File: config.mk
export PLATFORM = sky130hd
export DESIGN_NAME = traffic_request_ctrl_flat
export DESIGN_NICKNAME = d
export VERILOG_FILES = /design/src/rtl/traffic_request_ctrl_if.sv /design/src/rtl/traffic_request_ctrl.sv /design/src/flat_wrapper.sv
export SDC_FILE = /design/constraint.sdc
export NUM_CORES = 1
export LEC_CHECK = 0
export CORE_MARGIN = 8
export CORE_UTILIZATION = 54
export DETAILED_ROUTE_END_ITERATION = 10
export PLACE_DENSITY = 0.79
export SLEW_MARGIN = 10
export SYNTH_ARGS = -nofsm -noshare
export SYNTH_HDL_FRONTEND = slang
export SYNTH_SLANG_ARGS = --single-unit
File: constraint.sdc
create_clock -name clk -period 2.55 [get_ports clk]
set_clock_uncertainty 0.1 [all_clocks]
set_input_delay 0.255 -clock clk [delete_from_list [all_inputs] [get_ports clk]]
set_output_delay 0.255 -clock clk [all_outputs]
set_load 0.01 [all_outputs]
File: src/rtl/traffic_request_ctrl_if.sv
// Signal bundle between the light controller side and traffic_request_ctrl.
// The controller side (master) drives raw inputs and observed lights; the block (slave) returns requests and status.
interface traffic_request_ctrl_if;
  logic       ped_btn;
  logic [3:0] emg_sense;
  logic [2:0] n_lights;
  logic [2:0] s_lights;
  logic [2:0] e_lights;
  logic [2:0] w_lights;
  logic       ped_request;
  logic [3:0] emergency_dir;
  logic       emg_active;
  logic       ped_overdue;
  logic       light_fault;
  logic [1:0] emg_state;

  // Request semantics: ped_request and emergency_dir are level requests that stay
  // asserted until closed-loop service evidence is seen on the light inputs.
  modport master (
    output ped_btn, emg_sense, n_lights, s_lights, e_lights, w_lights,
    input  ped_request, emergency_dir, emg_active, ped_overdue, light_fault, emg_state
  );

  modport slave (
    input  ped_btn, emg_sense, n_lights, s_lights, e_lights, w_lights,
    output ped_request, emergency_dir, emg_active, ped_overdue, light_fault, emg_state
  );
endinterface

File: src/rtl/traffic_request_ctrl.sv
// Request front-end for the 4-way light controller: sync/debounce, held requests, emergency FSM.
// Optional light-conflict checker enabled by defining LIGHT_CHECK_EN.
module traffic_request_ctrl #(
  parameter int DEBOUNCE_CYCLES = 4,
  parameter int PED_WAIT_MAX    = 64,
  parameter int EMG_SERVICE_MAX = 32,
  parameter int EMG_COOLDOWN    = 16
) (
  input logic                    clk,
  input logic                    rst_a,
  traffic_request_ctrl_if.slave  bus
);

  localparam logic [2:0] RED    = 3'b001;
  localparam logic [2:0] YELLOW = 3'b010;
  localparam logic [2:0] GREEN  = 3'b100;

  localparam int DBW  = (DEBOUNCE_CYCLES > 2) ? $clog2(DEBOUNCE_CYCLES) : 1;
  localparam int PWW  = $clog2(PED_WAIT_MAX + 1);
  localparam int TMAX = (EMG_SERVICE_MAX > EMG_COOLDOWN) ? EMG_SERVICE_MAX : EMG_COOLDOWN;
  localparam int TW   = (TMAX > 2) ? $clog2(TMAX) : 1;

  localparam logic [DBW-1:0] DB_LAST  = DBW'(DEBOUNCE_CYCLES - 1);
  localparam logic [PWW-1:0] PED_LAST = PWW'(PED_WAIT_MAX);
  localparam logic [TW-1:0]  SVC_LAST = TW'(EMG_SERVICE_MAX - 1);
  localparam logic [TW-1:0]  CD_LAST  = TW'(EMG_COOLDOWN - 1);

  typedef enum logic [1:0] {
    S_IDLE     = 2'd0,
    S_ASSERT   = 2'd1,
    S_SERVICE  = 2'd2,
    S_COOLDOWN = 2'd3
  } emg_state_t;

  // Bit 4 is the pedestrian button, bits 3:0 the emergency sensors [W,E,S,N].
  logic [4:0] raw;
  logic [4:0] sync1;
  logic [4:0] sync2;
  logic [4:0] deb;

  assign raw = {bus.ped_btn, bus.emg_sense};

  always_ff @(posedge clk or posedge rst_a) begin
    if (rst_a) begin
      sync1 <= '0;
      sync2 <= '0;
    end else begin
      sync1 <= raw;
      sync2 <= sync1;
    end
  end

  for (genvar i = 0; i < 5; i++) begin : g_deb
    logic           deb_q;
    logic [DBW-1:0] cnt_q;

    always_ff @(posedge clk or posedge rst_a) begin
      if (rst_a) begin
        deb_q <= 1'b0;
        cnt_q <= '0;
      end else if (sync2[i] == deb_q) begin
        cnt_q <= '0;
      end else if (cnt_q == DB_LAST) begin
        deb_q <= sync2[i];
        cnt_q <= '0;
      end else begin
        cnt_q <= cnt_q + 1'b1;
      end
    end

    assign deb[i] = deb_q;
  end

  logic [3:0] emg_deb;
  logic       ped_deb;
  logic       all_red;

  assign emg_deb = deb[3:0];
  assign ped_deb = deb[4];
  assign all_red = (bus.n_lights == RED) && (bus.s_lights == RED) &&
                   (bus.e_lights == RED) && (bus.w_lights == RED);

  // Pedestrian request: set on debounced rising edge, cleared by an all-red phase.
  logic           ped_deb_d;
  logic           ped_pending;
  logic [PWW-1:0] ped_wait;

  always_ff @(posedge clk or posedge rst_a) begin
    if (rst_a) begin
      ped_deb_d   <= 1'b0;
      ped_pending <= 1'b0;
      ped_wait    <= '0;
    end else begin
      ped_deb_d <= ped_deb;
      if (ped_pending && all_red) begin
        ped_pending <= 1'b0;
        ped_wait    <= '0;
      end else if (ped_pending) begin
        if (ped_wait != PED_LAST) ped_wait <= ped_wait + 1'b1;
      end else if (ped_deb && !ped_deb_d) begin
        ped_pending <= 1'b1;
      end
    end
  end

  assign bus.ped_request = ped_pending;
  assign bus.ped_overdue = (ped_wait == PED_LAST);

  emg_state_t state_q;
  emg_state_t state_d;
  logic [1:0] sel_q;
  logic [1:0] sel_d;
  logic [TW-1:0] tmr_q;
  logic [TW-1:0] tmr_d;
  logic [1:0] low_idx;
  logic [2:0] sel_light;

  always_comb begin
    low_idx = 2'd0;
    for (int i = 3; i >= 0; i--) begin
      if (emg_deb[i]) low_idx = 2'(i);
    end
  end

  always_comb begin
    case (sel_q)
      2'd0:    sel_light = bus.n_lights;
      2'd1:    sel_light = bus.s_lights;
      2'd2:    sel_light = bus.e_lights;
      default: sel_light = bus.w_lights;
    endcase
  end

  always_ff @(posedge clk or posedge rst_a) begin
    if (rst_a) begin
      state_q <= S_IDLE;
      sel_q   <= 2'd0;
      tmr_q   <= '0;
    end else begin
      state_q <= state_d;
      sel_q   <= sel_d;
      tmr_q   <= tmr_d;
    end
  end

  // The latched index only moves in IDLE, so no sensor can pre-empt an active request.
  always_comb begin
    state_d = state_q;
    sel_d   = sel_q;
    tmr_d   = tmr_q;
    case (state_q)
      S_IDLE: begin
        tmr_d = '0;
        if (|emg_deb) begin
          sel_d   = low_idx;
          state_d = S_ASSERT;
        end
      end
      S_ASSERT: begin
        if (!emg_deb[sel_q]) begin
          state_d = S_IDLE;
        end else if (sel_light == GREEN) begin
          state_d = S_SERVICE;
          tmr_d   = '0;
        end
      end
      S_SERVICE: begin
        if (!emg_deb[sel_q] || (tmr_q == SVC_LAST)) begin
          state_d = S_COOLDOWN;
          tmr_d   = '0;
        end else begin
          tmr_d = tmr_q + 1'b1;
        end
      end
      default: begin
        if (tmr_q == CD_LAST) begin
          state_d = S_IDLE;
          tmr_d   = '0;
        end else begin
          tmr_d = tmr_q + 1'b1;
        end
      end
    endcase
  end

  logic [3:0] dir;
  logic       active;

  always_comb begin
    dir    = 4'b0000;
    active = 1'b0;
    if ((state_q == S_ASSERT) || (state_q == S_SERVICE)) begin
      dir    = 4'b0001 << sel_q;
      active = 1'b1;
    end
  end

  assign bus.emergency_dir = dir;
  assign bus.emg_active    = active;
  assign bus.emg_state     = state_q;

`ifdef LIGHT_CHECK_EN
  function automatic logic bad_code(input logic [2:0] l);
    return (l != RED) && (l != YELLOW) && (l != GREEN);
  endfunction

  logic [3:0] non_red;
  logic       fault_now;
  logic       fault_q;

  assign non_red   = {bus.w_lights != RED, bus.e_lights != RED,
                      bus.s_lights != RED, bus.n_lights != RED};
  assign fault_now = bad_code(bus.n_lights) || bad_code(bus.s_lights) ||
                     bad_code(bus.e_lights) || bad_code(bus.w_lights) ||
                     ((non_red & (non_red - 4'd1)) != 4'd0);

  always_ff @(posedge clk or posedge rst_a) begin
    if (rst_a) fault_q <= 1'b0;
    else if (fault_now) fault_q <= 1'b1;
  end

  assign bus.light_fault = fault_q;
`else
  assign bus.light_fault = 1'b0;
`endif

endmodule
File: src/flat_wrapper.sv
// flat-port wrapper written by rule: the top's interface ports become plain ports
module traffic_request_ctrl_flat 
#(
  parameter int DEBOUNCE_CYCLES = 4,
  parameter int PED_WAIT_MAX    = 64,
  parameter int EMG_SERVICE_MAX = 32,
  parameter int EMG_COOLDOWN    = 16
)
  (clk, rst_a, bus_ped_btn, bus_emg_sense, bus_n_lights, bus_s_lights, bus_e_lights, bus_w_lights, bus_ped_request, bus_emergency_dir, bus_emg_active, bus_ped_overdue, bus_light_fault, bus_emg_state);
  traffic_request_ctrl_if bus_i ();
  input logic clk;
  input logic rst_a;
  input wire logic [$bits(bus_i.ped_btn)-1:0] bus_ped_btn;
  input wire logic [$bits(bus_i.emg_sense)-1:0] bus_emg_sense;
  input wire logic [$bits(bus_i.n_lights)-1:0] bus_n_lights;
  input wire logic [$bits(bus_i.s_lights)-1:0] bus_s_lights;
  input wire logic [$bits(bus_i.e_lights)-1:0] bus_e_lights;
  input wire logic [$bits(bus_i.w_lights)-1:0] bus_w_lights;
  output wire logic [$bits(bus_i.ped_request)-1:0] bus_ped_request;
  output wire logic [$bits(bus_i.emergency_dir)-1:0] bus_emergency_dir;
  output wire logic [$bits(bus_i.emg_active)-1:0] bus_emg_active;
  output wire logic [$bits(bus_i.ped_overdue)-1:0] bus_ped_overdue;
  output wire logic [$bits(bus_i.light_fault)-1:0] bus_light_fault;
  output wire logic [$bits(bus_i.emg_state)-1:0] bus_emg_state;
  assign bus_i.ped_btn = bus_ped_btn;
  assign bus_i.emg_sense = bus_emg_sense;
  assign bus_i.n_lights = bus_n_lights;
  assign bus_i.s_lights = bus_s_lights;
  assign bus_i.e_lights = bus_e_lights;
  assign bus_i.w_lights = bus_w_lights;
  assign bus_ped_request = bus_i.ped_request;
  assign bus_emergency_dir = bus_i.emergency_dir;
  assign bus_emg_active = bus_i.emg_active;
  assign bus_ped_overdue = bus_i.ped_overdue;
  assign bus_light_fault = bus_i.light_fault;
  assign bus_emg_state = bus_i.emg_state;
  traffic_request_ctrl #(.DEBOUNCE_CYCLES(DEBOUNCE_CYCLES), .PED_WAIT_MAX(PED_WAIT_MAX), .EMG_SERVICE_MAX(EMG_SERVICE_MAX), .EMG_COOLDOWN(EMG_COOLDOWN)) u_core (.clk(clk), .rst_a(rst_a), .bus(bus_i));
endmodule
==> run metrics <==
power density over cell area 1040 nW/um^2; synthesized-area fraction occupied by ao, oa, aoi and oai cells 0.0751; kind of capture point of the worst setup path primary output; Net Count, Synth 216; Placement Rows 22; share of cell area taken by muxes after synthesis 0.0692; total length of routed wires 3660 um; setup repair after global routing missed its margin no; Tot GR Track Use 0.124; Required @ worst endpoint 2.19 ns; Sinks on Clock Net 43; per-cell routed wire length 14.0 um; Peak supply drop 0.000539 V; estimated wirelength of the detail-placed design 2820 um; first-pass detailed-route iteration total 4; initial detailed-routing violation count 51; number of max-slew violations in the final report 0; via count 1,426; synthesized area 2120 sq um; post-synthesis adder-cell area fraction 0.0887; share of flip-flops with an asynchronous set or reset 1.00; maximum level of the CTS H-tree 2; Arr. time, crit path 1.97 ns; simple-gate area share of the yosys netlist 0.177; Leak 0.00112 uW; Setup CP Type reg -> out; TritonCTS clock tree done; number of buffer and inverter instances along the worst setup path 2; post-synthesis cell count 182; critical path peak fanout 6; pin count of the biggest net entering global routing 44; global-route wire length before repair 6350 um; vias in the first global route 1,446; die outline width 78.6 um; part of the Yosys area used for sequential elements 0.509; final total power 2610 uW; number of placed instances, taps included 254; via-per-instance ratio 5.44; final cycle utilization of the critical path 0.913; final weighted congestion of routability-driven global placement 0.846; DRC errors left 0; worst hold margin 0.254 ns; critical path launch point type register; top achievable clock speed 430 MHz; post-synthesis sequential element count 43; cells resized by post-CTS repair 0; Most used DFF post-synth sky130_fd_sc_hd__dfrtp_1; clock period minus final worst setup slack 2.33 ns; Placement Cell Area 2420 sq um; number of buffers inserted by post-CTS setup repair 0; die span in y 78.6 um; per-instance average area after synthesis 11.6 sq um; number of library cell types mapped by synthesis 40; xor and xnor fraction of the mapped netlist area 0.0455; post-route standard cell area excluding fillers 2520 sq um; number of enable-type register cells in the synthesized netlist 0; slew at the pin with the worst max-slew slack 0.524 ns; total area of multi-input combinational cells 967 sq um; root buffer selected by CTS sky130_fd_sc_hd__clkbuf_8; Hold/Removal Path Class reg -> reg; main combinational cell family by area after synthesis simple AND/OR/NAND/NOR gates; layout cell share with drive strength beyond 1 0.131; area grow syn2layout 19.0%; Max Root-Sink Buffers 2; sum of overflow across all layers after global routing 0; summed negative setup slack over all endpoints 0 ns; count of antenna-violating nets left after detailed routing 0; Slew Limit Headroom 0.651; clock slew at the register clock pins of the worst setup and hold paths 0.08 ns; # nets final 247; Inserted Clock Buffers 5; count of filler cells inserted in the layout 288; area used by sequential logic in the layout 1080 sq um; quantity of hold-fixing buffers added after cts 0; I/O pins 29; cell-by-cell listing of the critical path inv_1 > ha_1 > nor3b_1 > clkdlybuf4s50_1; max_cap viols 0; starting density of the core 0.569; placeable core region 3720 sq um; Yosys warnings 0; final instance count without filler cells 262; result of the run complete, no violations; die area 6180 sq um; cell at the slowest stage of the critical path sky130_fd_sc_hd__clkdlybuf4s50_1; Max stage delay on crit path 0.57 ns; final hold violation count 0; Clk Latency, worst-skew pair 0.29 ns; number of I/O port buffers 27; count of antenna diodes in the layout 0; cell family with most CP delay buffers and inverters; Finish-stage setup viols 0; number of antenna violations at the first check in global routing 0
path summary, 6_finish.rpt:
kind	startpoint	to	slack, ns	cells past startpoint
max	u_core.bus.emg_state[1]$_DFFE_PP0P_	bus_emergency_dir[0]	0.22	4
min in group asynchronous	rst_a	u_core.sync1[4]$_DFF_PP0_	0.28	3
max in group asynchronous	rst_a	u_core.sel_q[0]$_DFFE_PP0P_	1.70	3
max reg2reg	u_core.tmr_q[0]$_DFFE_PP0P_	u_core.bus.emg_state[1]$_DFFE_PP0P_	0.29	8
min	u_core.sync1[2]$_DFF_PP0_	u_core.sync2[2]$_DFF_PP0_	0.25	0
min reg2reg	u_core.sync1[2]$_DFF_PP0_	u_core.sync2[2]$_DFF_PP0_	0.25	0
flip-flops by register name, summed over array words and instances, names as in the netlist, 2 cells and up:
name / cells
u_core.bus.emg_state: 2
u_core.g_deb.deb_q: 5
u_core.tmr_q: 5
u_core.ped_wait: 7
u_core.sync1: 5
u_core.sel_q: 2
u_core.g_deb.cnt_q: 10
u_core.sync2: 5
where the power goes:
| part | switching, uW | internal, uW |
|---|---|---|
| registers | 254 | 902 |
| clock network | 225 | 221 |
| logic | 460 | 549 |
cells in the mapped netlist (2+ instances only):
cell type	instances	area, sq um
sky130_fd_sc_hd__nor4b_1	3	26.3
sky130_fd_sc_hd__a21oi_1	6	30.0
sky130_fd_sc_hd__o21ai_0	4	20.0
sky130_fd_sc_hd__ha_1	15	188
sky130_fd_sc_hd__nor2_1	19	71.3
sky130_fd_sc_hd__o21a_1	4	30.0
sky130_fd_sc_hd__nor3_1	7	35.0
sky130_fd_sc_hd__nand4_1	3	18.8
sky130_fd_sc_hd__nand3_1	2	10.0
sky130_fd_sc_hd__xor2_1	4	35.0
sky130_fd_sc_hd__dfrtp_1	43	1080
sky130_fd_sc_hd__nor2b_1	6	37.5
sky130_fd_sc_hd__a22o_1	2	17.5
sky130_fd_sc_hd__xnor2_1	7	61.3
sky130_fd_sc_hd__inv_1	10	37.5
sky130_fd_sc_hd__mux2i_1	3	30.0
sky130_fd_sc_hd__buf_6	2	22.5
sky130_fd_sc_hd__mux2_2	7	78.8
sky130_fd_sc_hd__nand2_1	5	18.8
sky130_fd_sc_hd__nor3b_1	3	22.5
sky130_fd_sc_hd__nor4_1	3	18.8
sky130_fd_sc_hd__o21ai_2	2	17.5
sky130_fd_sc_hd__and3_1	5	31.3
metrics by stage:
stage	util	worst slack (ns)
after floorplan	-	0.449
after global placement	0.651	0.384
after detailed placement	0.651	0.329
after CTS	0.677	0.205
after global routing	0.677	0.125
final	0.677	0.222
layer usage:
| layer | track usage | wire [um] |
|---|---|---|
| met3 | 0.0421 | 205 |
| met1 | 0.137 | 1590 |
| met5 | 0 | 0 |
| met2 | 0.218 | 1820 |
| met4 | 0.0407 | 46 |
placed cells by master, fill, tap and decap left out, types with 2 or more instances in the layout:
master / count
sky130_fd_sc_hd__dfrtp_1: 43
sky130_fd_sc_hd__clkdlybuf4s50_1: 27
sky130_fd_sc_hd__nor2_1: 19
sky130_fd_sc_hd__ha_1: 15
sky130_fd_sc_hd__inv_1: 10
sky130_fd_sc_hd__mux2_2: 7
sky130_fd_sc_hd__nor3_1: 7
sky130_fd_sc_hd__xnor2_1: 7
sky130_fd_sc_hd__nor2b_1: 6
sky130_fd_sc_hd__a21oi_1: 6
sky130_fd_sc_hd__clkbuf_8: 6
sky130_fd_sc_hd__and3_1: 5
sky130_fd_sc_hd__nand2_1: 5
sky130_fd_sc_hd__xor2_1: 4
sky130_fd_sc_hd__o21a_1: 4
sky130_fd_sc_hd__o21ai_0: 4
sky130_fd_sc_hd__nor4b_1: 3
sky130_fd_sc_hd__nand4_1: 3
sky130_fd_sc_hd__nor4_1: 3
sky130_fd_sc_hd__mux2i_1: 3
sky130_fd_sc_hd__nor3b_1: 3
sky130_fd_sc_hd__nand3_1: 2
sky130_fd_sc_hd__o21ai_2: 2
sky130_fd_sc_hd__a22o_1: 2
final cells by class:
cell class | instances | share of cell area
Tap cell | 48 | 0.0239
Timing Repair Buffer | 28 | 0.110
Clock buffer | 6 | 0.0328
Multi-Input combinational cell | 125 | 0.384
Clock inverter | 2 | 0.00646
Sequential cell | 43 | 0.427
Inverter | 10 | 0.0149
cell families after synthesis:
logic type / count (synthesis)
fa+ha+maj: 15
mux: 12
flops: 43
simple gates: 65
xor+xnor: 11
other cells: 1
compound gates: 21
buf+inv: 14
Note: power is estimated with default switching activity, not from simulation.
